===== config.mk =====
export PLATFORM = sky130hd
export DESIGN_NAME = stream_demux_flat
export DESIGN_NICKNAME = d
export VERILOG_FILES = /design/src/rtl/stream_demux_if.sv /design/src/rtl/stream_demux.sv /design/src/flat_wrapper.sv
export SDC_FILE = /design/constraint.sdc
export NUM_CORES = 1
export LEC_CHECK = 0
export ABC_AREA = 1
export CAP_MARGIN = 0
export CORE_MARGIN = 4
export CORE_UTILIZATION = 43
export DETAILED_ROUTE_END_ITERATION = 10
export HOLD_SLACK_MARGIN = 0.08
export PLACE_DENSITY = 0.75
export SLEW_MARGIN = 20
export SYNTH_ARGS = -nofsm -noshare
export SYNTH_HDL_FRONTEND = slang
export SYNTH_SLANG_ARGS = --single-unit

===== constraint.sdc =====
create_clock -name clk -period 1.7 [get_ports clk]
set_input_delay 0.34 -clock clk [delete_from_list [all_inputs] [get_ports clk]]
set_output_delay 0.34 -clock clk [all_outputs]
set_load 0.02 [all_outputs]

===== src/rtl/stream_demux_if.sv =====
// Valid/ready bundle between a single producer and the demux's per-channel output slots.
// The producer side drives master; the demux is attached through slave.
interface stream_demux_if #(
    parameter int unsigned WIDTH    = 16,
    parameter int unsigned CHANNELS = 8,
    parameter int unsigned SEL_W    = 3
) ();

    logic [WIDTH-1:0]          in_data;
    logic [SEL_W-1:0]          in_sel;
    logic                      in_bcast;
    logic                      in_valid;
    logic                      in_ready;
    logic [CHANNELS*WIDTH-1:0] out_data;
    logic [CHANNELS-1:0]       out_valid;
    logic [CHANNELS-1:0]       out_ready;

    modport master (
        output in_data, in_sel, in_bcast, in_valid, out_ready,
        input  in_ready, out_data, out_valid
    );

    modport slave (
        input  in_data, in_sel, in_bcast, in_valid, out_ready,
        output in_ready, out_data, out_valid
    );

endinterface


===== src/rtl/stream_demux.sv =====
// 1-to-CHANNELS valid/ready demux with one registered slot per channel, broadcast mode,
// and a saturating counter of transfers dropped for an out-of-range select.
module stream_demux #(
    parameter int unsigned WIDTH    = 16,
    parameter int unsigned CHANNELS = 8,
    parameter int unsigned SEL_W    = 3,
    parameter int unsigned CNT_W    = 16
) (
    input  logic             clk,
    input  logic             rst_n,
    stream_demux_if.slave    bus,
    output logic [CNT_W-1:0] drop_count
);

    localparam int unsigned SEL_N  = 1 << SEL_W;
    localparam int unsigned DATA_W = CHANNELS * WIDTH;

    logic [CHANNELS-1:0] valid_q, valid_d;
    logic [DATA_W-1:0]   data_q,  data_d;
    logic [CNT_W-1:0]    drop_q,  drop_d;

    logic [CHANNELS-1:0] free_c;
    logic [SEL_N-1:0]    free_pad_c;
    logic [SEL_N-1:0]    sel_dec_c;
    logic [CHANNELS-1:0] load_c;
    logic                in_range_c;
    logic                in_ready_c;
    logic                accept_c;
    logic                drop_c;

    // Slot readiness and routing; in_ready is deliberately independent of in_valid.
    always_comb begin
        free_c     = ~valid_q | bus.out_ready;
        free_pad_c = SEL_N'(free_c);
        in_range_c = (32'(bus.in_sel) < CHANNELS);
        sel_dec_c  = SEL_N'(1) << bus.in_sel;

        in_ready_c = 1'b1;
        if (bus.in_bcast) begin
            in_ready_c = &free_c;
        end else if (in_range_c) begin
            in_ready_c = free_pad_c[bus.in_sel];
        end

        accept_c = bus.in_valid & in_ready_c;
        load_c   = '0;
        drop_c   = 1'b0;
        if (accept_c) begin
            if (bus.in_bcast) begin
                load_c = '1;
            end else if (in_range_c) begin
                load_c = CHANNELS'(sel_dec_c);
            end else begin
                drop_c = 1'b1;
            end
        end
    end

    // Next-state: a load wins over a same-cycle drain so a slot streams without bubbles.
    always_comb begin
        valid_d = valid_q;
        data_d  = data_q;
        drop_d  = drop_q;

        for (int k = 0; k < int'(CHANNELS); k++) begin
            if (load_c[k]) begin
                valid_d[k]                = 1'b1;
                data_d[k*WIDTH +: WIDTH]  = bus.in_data;
            end else if (valid_q[k] && bus.out_ready[k]) begin
                valid_d[k] = 1'b0;
            end
        end

        if (drop_c && !(&drop_q)) begin
            drop_d = drop_q + CNT_W'(1);
        end
    end

    always_ff @(posedge clk or negedge rst_n) begin
        if (!rst_n) begin
            valid_q <= '0;
            data_q  <= '0;
            drop_q  <= '0;
        end else begin
            valid_q <= valid_d;
            data_q  <= data_d;
            drop_q  <= drop_d;
        end
    end

    assign bus.in_ready  = in_ready_c;
    assign bus.out_valid = valid_q;
    assign bus.out_data  = data_q;
    assign drop_count    = drop_q;

endmodule

===== src/flat_wrapper.sv =====
// flat-port wrapper written by rule: the top's interface ports become plain ports
module stream_demux_flat 
#(
    parameter int unsigned WIDTH    = 16,
    parameter int unsigned CHANNELS = 8,
    parameter int unsigned SEL_W    = 3,
    parameter int unsigned CNT_W    = 16
)
  (clk, rst_n, drop_count, bus_in_data, bus_in_sel, bus_in_bcast, bus_in_valid, bus_out_ready, bus_in_ready, bus_out_data, bus_out_valid);
  stream_demux_if #(.WIDTH(WIDTH), .CHANNELS(CHANNELS), .SEL_W(SEL_W)) bus_i ();
  input  logic clk;
  input  logic rst_n;
  output logic [CNT_W-1:0] drop_count;
  input wire logic [$bits(bus_i.in_data)-1:0] bus_in_data;
  input wire logic [$bits(bus_i.in_sel)-1:0] bus_in_sel;
  input wire logic [$bits(bus_i.in_bcast)-1:0] bus_in_bcast;
  input wire logic [$bits(bus_i.in_valid)-1:0] bus_in_valid;
  input wire logic [$bits(bus_i.out_ready)-1:0] bus_out_ready;
  output wire logic [$bits(bus_i.in_ready)-1:0] bus_in_ready;
  output wire logic [$bits(bus_i.out_data)-1:0] bus_out_data;
  output wire logic [$bits(bus_i.out_valid)-1:0] bus_out_valid;
  assign bus_i.in_data = bus_in_data;
  assign bus_i.in_sel = bus_in_sel;
  assign bus_i.in_bcast = bus_in_bcast;
  assign bus_i.in_valid = bus_in_valid;
  assign bus_i.out_ready = bus_out_ready;
  assign bus_in_ready = bus_i.in_ready;
  assign bus_out_data = bus_i.out_data;
  assign bus_out_valid = bus_i.out_valid;
  stream_demux #(.WIDTH(WIDTH), .CHANNELS(CHANNELS), .SEL_W(SEL_W), .CNT_W(CNT_W)) u_core (.clk(clk), .rst_n(rst_n), .bus(bus_i), .drop_count(drop_count));
endmodule

# == Word-level counts from Yosys, hierarchy flattened ==
# Index checks and enable logic that the tools add are counted.
# classes
n_lt_le_gt_ge,1
shift,1
n_mux,21
bitwise_logic,3
reduce_logical,17
# ops
cell,n
1-bit 2-to-1 mux,18
8-bit 2-to-1 mux,2
2-bit nonzero test,8
1-bit logical AND,8
8-bit NOT,1
8-bit OR,1
8-bit AND reduction,1
1-bit by 3-bit left shift with 8-bit output (first input constant),1
3-bit by 4-bit less-than comparator with 1-bit output (second input constant),1
1-bit binary-select mux with 3-bit select,1
1-bit AND,1
# totals
regBits,136
out_inout_bits,153
word_cells,59

# == Depth between registers and ports, before layout ==
# Gate-level depths: netlist of run 1.
# depth
word_depth,8
depth_mapped,13
depth_no_buf,11

# == Worst setup path before layout of run 1 ==
# Ideal clock, no wire load.
# synth_path
path_kind,flip-flop to flip-flop
start,"register u_core.valid_q[2], in the netlist u_core.bus.out_valid[2]"
end,"register u_core.data_q[16], in the netlist u_core.bus.out_data[16]"
arrival_time_ns,1.651
setup_slack_ns,-0.069
path_stages_with_launch,8
n_path_buf,1
path_cell_list,dfrtp_1 > nand2_1 > nand4_2 > o21ai_4 > nand4_4 > buf_6 > nand2_2 > nand2_1
# synth_between
elab_chain_cells,7
word_cells_on_any_way,8
# synth_lines
element,line_no,rtl
start: declaration,stream_demux.sv:18,"logic [CHANNELS-1:0] valid_q, valid_d;"
start signal: assignment,stream_demux.sv:85,valid_q <= valid_d;
8-bit NOT *,stream_demux.sv:33,free_c = ~valid_q | bus.out_ready;
8-bit OR *,stream_demux.sv:33,
1-bit binary-select mux with 3-bit select,stream_demux.sv:42,in_ready_c = free_pad_c[bus.in_sel];
1-bit 2-to-1 mux (not written as such),stream_demux.sv:42,
1-bit 2-to-1 mux *,stream_demux.sv:39,if (bus.in_bcast) begin
1-bit AND *,stream_demux.sv:45,accept_c = bus.in_valid & in_ready_c;
8-bit 2-to-1 mux *,stream_demux.sv:48,if (accept_c) begin
end signal: assignment,stream_demux.sv:86,data_q <= data_d;
end: declaration,stream_demux.sv:19,"logic [DATA_W-1:0] data_q, data_d;"
# Every way passes the cells marked *; elsewhere a longest branch is shown, timed or not. The select of a mux whose other input is x is not followed.
# A chain may end at the register's enable or synchronous reset.

# == Worst setup path in the final report of run 1 ==
# layout_path
start,input bus_out_ready[6]
end,"register u_core.data_q[101], in the netlist u_core.bus.out_data[101]"
# layout_between
elab_chain_cells,6
word_cells_on_any_way,7
# layout_lines
element,line_no,rtl
start: declaration,flat_wrapper.sv:18,input wire logic [$bits(bus_i.out_ready)-1:0] bus_out_ready;
8-bit OR *,stream_demux.sv:33,
1-bit binary-select mux with 3-bit select,stream_demux.sv:42,
1-bit 2-to-1 mux (not written as such),stream_demux.sv:42,
1-bit 2-to-1 mux *,stream_demux.sv:39,
1-bit AND *,stream_demux.sv:45,
8-bit 2-to-1 mux *,stream_demux.sv:48,
# Marked as above.

==> results by group, run 1 <==
Hold path
  • Worst Hold Class: input port to register

Timing
  • RSZ-0062 raised after global routing: yes
  • # setup viols final: 135
  • Worst Tran Pin Value: 529 ps
  • Worst clock skew: 9.59 ps
  • Min cycle time layout: 1890 ps
  • Final TNS setup: -11,570 ps
  • Slew headroom: 64.5%
  • Final period util: 111%
  • Fmax: 0.528 GHz
  • Setup ws final: -194 ps
  • Fin. max-slew vios: 0
  • Final number of hold-violating endpoints: 0

Setup path
  • Crit-path max FO: 8
  • WS Path Type: input port to register
  • Slowest CP cell: clkdlybuf4s50_1
  • Worst path bufs/invs: 7
  • Type of origin of the critical path: input port
  • CP endpoint kind: register
  • Largest delay contributor family on the critical path: buffers and inverters
  • Crit path cell chain: clkdlybuf4s50_1, inv_1, nand2_2, buf_4, nand3_4, o21ai_4, buf_6, buf_12, buf_12, nand4_4, clkbuf_16, nand2_1, nand2_1
  • Required time worst endpoint: 2000 ps
  • WP data arrival: 2200 ps
  • Slowest stage delay, CP: 490 ps

Global routing
  • Largest net degree at the start of global routing: 54
  • All-layer global routing usage: 27.9%
  • Number of global-route vias before repair: 5,986
  • Overflow after GRT: 0
  • First-pass GRT wire length: 35,000 um
  • Antenna violations before repair: 2

Pwr
  • Sw frac: 35.8%
  • Max IR drop VDD: 708 uV
  • Logic pwr share: 34.8%
  • Cell Int Power: 8.43 mW
  • PwrDens: 1340 nW/um^2
  • Leak: 5.23 nW
  • Sw Pwr: 4.69 mW
  • Sequential share of power: 35.1%
  • Clk pwr share: 30.1%

Drt
  • Antenna-violating nets left: 0
  • WL met2: 11,200 um
  • DR WL/cell: 20.7 um
  • WL met3: 2210 um
  • DRC: 0
  • Via density: 5.59
  • DR iter-0 viols: 787
  • Vias: 6,208
  • Top sig layer: met4
  • Routed met1 length: 8950 um
  • 1st-pass router iterations: 5
  • Final wirelength: 23,000 um

Layout
  • Final design utilization: 69.8%
  • Footprint of the multi-input gates: 2600 um^2
  • # nets final: 947
  • Area growth syn-to-layout: 57.5%
  • Seq. cell area: 3410 um^2
  • Share of cells above drive strength 1: 27.3%
  • Fillers: 1,099
  • Post-layout instance count excluding filler cells: 1,111

Clock tree
  • Clock transition at the registers of the reported paths: 60 ps
  • Skew-Pair Late Insertion Delay: 410 ps
  • Htree depth: 4
  • Sink Count: 136
  • CTS buffer count: 17
  • Clk buf depth: 2
  • CTS tree: built
  • Clk Tree Root Cell: clkbuf_16

Run
  • # Max-Cap Violations: 0

Place
  • HPWL Detailed: 13,300 um
  • GPL Wtd Cong: 0.855
  • Number of port buffers: 167
  • Post-Place Cells: 1,038

Floorplanning
  • Starting Density: 44.3%
  • DIE AREA: 16,400 um^2
  • Die W: 128 um
  • Core area: 14,000 um^2
  • Die height: 128 um
  • FP Rows: 43
  • Ports: 184

Yosys
  • Post-Synthesis Cells: 684
  • YS warnings: 0
  • Synthesized flop and latch total: 136
  • Fraction of registers with async set/reset: 100%
  • Number of flops mapped to enable cells by yosys: 0
  • Synth Cell Area: 6200 um^2
  • Main synth FF type: dfrtp_1
  • Sequential area share after synthesis: 54.9%
  • Synthesized area per cell: 9.06 um^2
  • Unique cell type count in the Yosys netlist: 22

Run status
  • Failing checks: setup timing
  • Status: complete, but fails checks
## worst reg2reg max path, cell delays in order (launching register included)
cell	delay (ps)
dfrtp_2	420
nand2_2	80
nand2_2	50
inv_2	60
buf_6	90
nand3_4	60
o21ai_4	170
buf_6	120
buf_12	100
buf_12	100
nand4_4	160
clkbuf_16	240
nand2_1	60
nand2_1	50
## state kept, by name (all words and copies together), names as in the netlist
signal and count:
u_core.bus.out_valid 8, u_core.bus.out_data 128
## synthesized netlist by cell type (2+ instances only)
| library cell | number | area share (%) |
|---|---|---|
| nand2_1 | 262 | 16 |
| nand4_1 | 130 | 13 |
| clkbuf_2 | 6 | 0.48 |
| buf_2 | 15 | 1.2 |
| inv_2 | 2 | 0.12 |
| nand4_4 | 8 | 2.7 |
| inv_1 | 16 | 0.97 |
| nand2_2 | 23 | 2.3 |
| buf_1 | 6 | 0.36 |
| dfrtp_1 | 136 | 55 |
| o21ai_1 | 8 | 0.65 |
| clkbuf_1 | 24 | 1.5 |
| buf_4 | 20 | 2.4 |
| buf_6 | 8 | 1.5 |
| nor2_1 | 13 | 0.79 |
## per-layer routing
layer  vias to the layer above  GRT usage (%)
met3                        60           7.33
li1                       2743              -
met2                       381           44.3
met1                      3024           37.3
met5                         -              0
met4                         0           9.24
## worst paths after layout
kind / from / end / slack (ps) / cells past startpoint
worst min register to register: u_core.bus.out_data[118] / u_core.bus.out_data[118] / 470 / 2
worst max register to register: u_core.bus.out_valid[4] / u_core.bus.out_data[101] / -160 / 13
max in group asynchronous: rst_n / u_core.bus.out_valid[7] / 710 / 3
worst max-delay path: bus_out_ready[6] / u_core.bus.out_data[101] / -190 / 13
min in group asynchronous: rst_n / u_core.bus.out_data[2] / 430 / 2
worst min-delay path: bus_out_ready[7] / u_core.bus.out_valid[7] / 370 / 4
## placed cells by master, fill, tap and decap left out, types with 15 or more instances in the layout
| cell type | count |
|---|---|
| buf_12 | 17 |
| buf_4 | 63 |
| buf_6 | 19 |
| clkbuf_16 | 20 |
| clkdlybuf4s50_1 | 20 |
| conb_1 | 16 |
| dfrtp_1 | 134 |
| dlygate4sd2_1 | 143 |
| inv_1 | 15 |
| nand2_1 | 195 |
| nand2_2 | 77 |
| nand4_1 | 130 |
## cells by family after synthesis
kind of cell / after synthesis / synth area share, %
buf+inv: 97 / 8.48
flops: 136 / 54.9
other cells: 1 / 0.0605
compound gates: 10 / 0.989
simple gates: 440 / 35.6
## power by group through the flow
stage | Clock [mW] | Combinational [mW] | Sequential (mW)
finish | 3.95 | 4.57 | 4.60
global route | 4.12 | 4.87 | 4.69
CTS | 3.96 | 4.42 | 4.54
detailed placement | 0 | 4.56 | 4.57
global placement | 0 | 4.49 | 4.58
floorplan | 0 | 1.23 | 5.51
## what timing repair did
action,CTS,global route
gates cloned,10,2
pin swaps,21,16
hold endpoints to repair,36,0
endpoints found under the setup margin,272,137
setup buffers,20,7
hold buffers,1,0
resized for setup,207,59
## metrics by stage
stage                     area (um^2)  hold WS (ps)  total power [mW]  worst slack, ps
after floorplan                  6260          44.4              6.75            -42.2
after global placement           8390           291              9.07             -732
after detailed placement         8390           288              9.14             -752
after CTS                        9500           357              12.9             -174
after global routing             9760           386              13.7             -253
final                            9760           366              13.1             -194
## area by class of cell
| class | count | share of cell area, % |
|---|---|---|
| sequential | 136 | 34.9 |
| timing repair buffer | 276 | 28.9 |
| multi-input combinational | 467 | 26.7 |
| clock buffer | 20 | 4.68 |
| tap | 180 | 2.31 |
| clock inverter | 12 | 1.78 |
| inverter | 18 | 0.692 |
| antenna | 2 | 0.0513 |
(Power assumes the default switching activity.)
==> inputs of run 2 (changes only) <==
--- a/config.mk
+++ b/config.mk
@@ -9,6 +9,7 @@
 export CAP_MARGIN = 0
 export CORE_MARGIN = 4
 export CORE_UTILIZATION = 43
+export CTS_CLUSTER_SIZE = 24
 export DETAILED_ROUTE_END_ITERATION = 10
 export HOLD_SLACK_MARGIN = 0.08
 export PLACE_DENSITY = 0.75
==> results of run 2 <==
No change in the layout: final DEF, timing and power equal those of run 1.
==> inputs of run 3 (changes only) <==
==> constraint.sdc (replaced) <==
create_clock -name clk -period 1.6 [get_ports clk]
set_input_delay 0.32 -clock clk [delete_from_list [all_inputs] [get_ports clk]]
set_output_delay 0.32 -clock clk [all_outputs]
set_load 0.02 [all_outputs]
==> results by group, run 3 (synthesis gave the netlist of run 1 again) <==
Floorplanning
  • Die height: 128 um (unchanged)
  • Die W: 128 um (unchanged)
  • Core area: 14,000 um^2 (unchanged)
  • DIE AREA: 16,400 um^2 (unchanged)
  • Starting Density: 44.3% (unchanged)
  • Ports: 184 (unchanged)
  • FP Rows: 43 (unchanged)

Setup path
  • Setup crit end: bus_in_ready (was u_core.bus.out_data[101])
  • CP endpoint kind: output port (was register)
  • WS Path Type: register to output port (was input port to register)
  • Required time worst endpoint: 1280 ps (was 2000 ps)
  • Crit-path max FO: 3 (was 8)
  • Slowest stage delay, CP: 380 ps (was 490 ps)
  • Crit path cell chain: nand2_2, buf_4, nand2_1, nor2_1, nand4_1, nand2_4, buf_6 (was clkdlybuf4s50_1, inv_1, nand2_2, buf_4, nand3_4, o21ai_4, buf_6, buf_12, buf_12, nand4_4, clkbuf_16, nand2_1, nand2_1)
  • Worst path bufs/invs: 2 (was 7)
  • Type of origin of the critical path: register (was input port)
  • WP data arrival: 1550 ps (was 2200 ps)
  • Worst R2R Path Depth: 13 (unchanged)
  • Largest delay contributor family on the critical path: simple AND/OR/NAND/NOR gates (was buffers and inverters)
  • Slowest CP cell: dfrtp_1 (was clkdlybuf4s50_1)
  • Crit path depth: 7 (was 13)
  • Beginning of the critical path: u_core.bus.out_valid[1] (was bus_out_ready[6])
  • R2R Setup Slk: -260 ps (was -160 ps)
  • Reg2Reg Launch Point: u_core.bus.out_valid[7] (was u_core.bus.out_valid[4])
  • Reg2reg end: u_core.bus.out_data[43] (was u_core.bus.out_data[101])

Run status
  • Failing checks: setup timing (unchanged)
  • Status: complete, but fails checks (unchanged)

Layout
  • Commonest non-fill, non-tap cells in the layout: nand2_1 (236), dlygate4sd2_1 (135), dfrtp_1 (134) (was nand2_1 (195), dlygate4sd2_1 (143), dfrtp_1 (134))
  • Post-layout instance count excluding filler cells: 1,098 (was 1,111)
  • Leading cell type in the layout, fill and taps excluded: nand2_1 (unchanged)
  • Fillers: 1,190 (was 1,099)
  • Max FFs per register: 128 (unchanged)
  • # nets final: 935 (was 947)
  • Share of cells above drive strength 1: 22.5% (was 27.3%)
  • Final design utilization: 67.0% (was 69.8%)
  • Area growth syn-to-layout: 51.3% (was 57.5%)

Timing
  • Final number of hold-violating endpoints: 0 (unchanged)
  • Slew headroom: 66.4% (was 64.5%)
  • RSZ-0062 raised after global routing: yes (unchanged)
  • Final period util: 117%
  • # setup viols final: 137 (was 135)
  • Setup ws final: -275 ps (was -194 ps)
  • Worst Tran Pin Value: 500 ps (was 529 ps)
  • Worst clock skew: 7.13 ps (was 9.59 ps)
  • Fin. max-slew vios: 0 (unchanged)
  • Hold_ws: 301 ps (was 366 ps)
  • Min cycle time layout: 1870 ps
  • Fmax: 0.533 GHz

Global routing
  • Antenna violations before repair: 1 (was 2)
  • Overflow after GRT: 0 (unchanged)
  • First-pass GRT wire length: 33,700 um (was 35,000 um)
  • Number of global-route vias before repair: 5,872 (was 5,986)
  • All-layer global routing usage: 26.9% (was 27.9%)
  • Largest net degree at the start of global routing: 65 (was 54)

Drt
  • DR iter-0 viols: 554 (was 787)
  • Vias: 5,962 (was 6,208)
  • DR WL/cell: 19.9 um (was 20.7 um)
  • Final wirelength: 21,800 um (was 23,000 um)
  • DRC: 0 (unchanged)
  • Via density: 5.43 (was 5.59)
  • Antenna-violating nets left: 0 (unchanged)
  • 1st-pass router iterations: 5 (unchanged)

Pwr
  • Max IR drop VDD: 839 uV (was 708 uV)
  • Leak: 5.06 nW (was 5.23 nW)
  • PwrDens: 1470 nW/um^2 (was 1340 nW/um^2)
  • Tot Pwr: 13.8 mW (was 13.1 mW)

Place
  • GPL Wtd Cong: 0.841 (was 0.855)
  • Pre-CTS setup slack: -825 ps (was -752 ps)
  • Number of port buffers: 167 (unchanged)
  • HPWL Detailed: 13,100 um (was 13,300 um)
  • Post-Place Cells: 1,037 (was 1,038)

Hold path
  • Worst Hold Class: input port to async pin (was input port to register)

Clock tree
  • Htree depth: 4 (unchanged)
  • Clk buf depth: 2 (unchanged)
  • Sink Count: 136 (unchanged)
  • Skew-Pair Late Insertion Delay: 410 ps (about the same)
  • Clock transition at the registers of the reported paths: 60 ps (about the same)
  • CTS tree: built (unchanged)
  • CTS buffer count: 17 (unchanged)
  • Clk Tree Root Cell: clkbuf_16 (unchanged)

Run
  • # Max-Cap Violations: 0 (unchanged)
[run 3: cell types whose count changed in the layout (fill, tap and decap cells not counted), moves of 5 or more]
cell	previous run	this run
nand2_2	77	46
buf_4	63	69
nand2_4	13	3
dlygate4sd2_1	143	135
nand2_1	195	236
buf_6	19	10
clkdlybuf4s50_1	20	25
[run 3: how the worst min path moves through the flow]
stage                     startpoint                      end  slack, ps  cells past startpoint
after global placement         rst_n   u_core.bus.out_data[3]        160                      1
after global routing           rst_n   u_core.bus.out_data[4]        330                      2
final                          rst_n   u_core.bus.out_data[3]        300                      2
after detailed placement       rst_n   u_core.bus.out_data[3]        170                      1
after floorplan                rst_n   u_core.bus.out_data[0]         20                      0
after CTS                      rst_n  u_core.bus.out_data[28]        290                      2
[run 3: timing repair]
| action | CTS | global route |
|---|---|---|
| gates resized for setup | 164 | 37 |
| buffers inserted | 14 | 6 |
| endpoints found under the hold margin | 136 | 0 |
| setup endpoints to repair | 273 | 140 |
| hold buffers | 1 | 0 |
| gates cloned | 6 | 1 |
| pin swaps | 7 | 8 |
[run 3: final cells by class]
class                   instances  area, um^2  area share (%)
repair buffers                264        2570            27.4
diodes                          1        2.50          0.0267
well taps                     180         225            2.40
inverters                      18        67.6           0.720
multi-input cells             467        2450            26.1
flip-flops and latches        136        3410            36.3
clock inverters                11         195            2.08
clock buffers                  21         460            4.91
[run 3: power breakdown]
part | switching, mW | internal (mW)
logic | 2.78 | 1.83
clock network | 1.52 | 2.85
registers | 0.527 | 4.29
[run 3: worst reg2reg max path, delay by kind of cell, from the launching register on]
family          cells  cell delay (ps)
buf+inv             6              770
compound gates      1              170
flops               1              410
simple gates        6              380
[run 3: stage by stage]
stage	cell area [um^2]	setup TNS [ps]
after floorplan	6260	-9760
after global placement	8380	-80600
after detailed placement	8380	-85690
after CTS	9240	-18790
after global routing	9380	-38030
final	9380	-25720
[run 3: routing by layer]
metal,part of all wire (%),vias up,track usage (%)
li1,-,2723,-
met1,40,2904,35.6
met2,49,294,42.7
met3,8.7,41,8.38
met4,2.6,0,8.24
met5,0,-,0
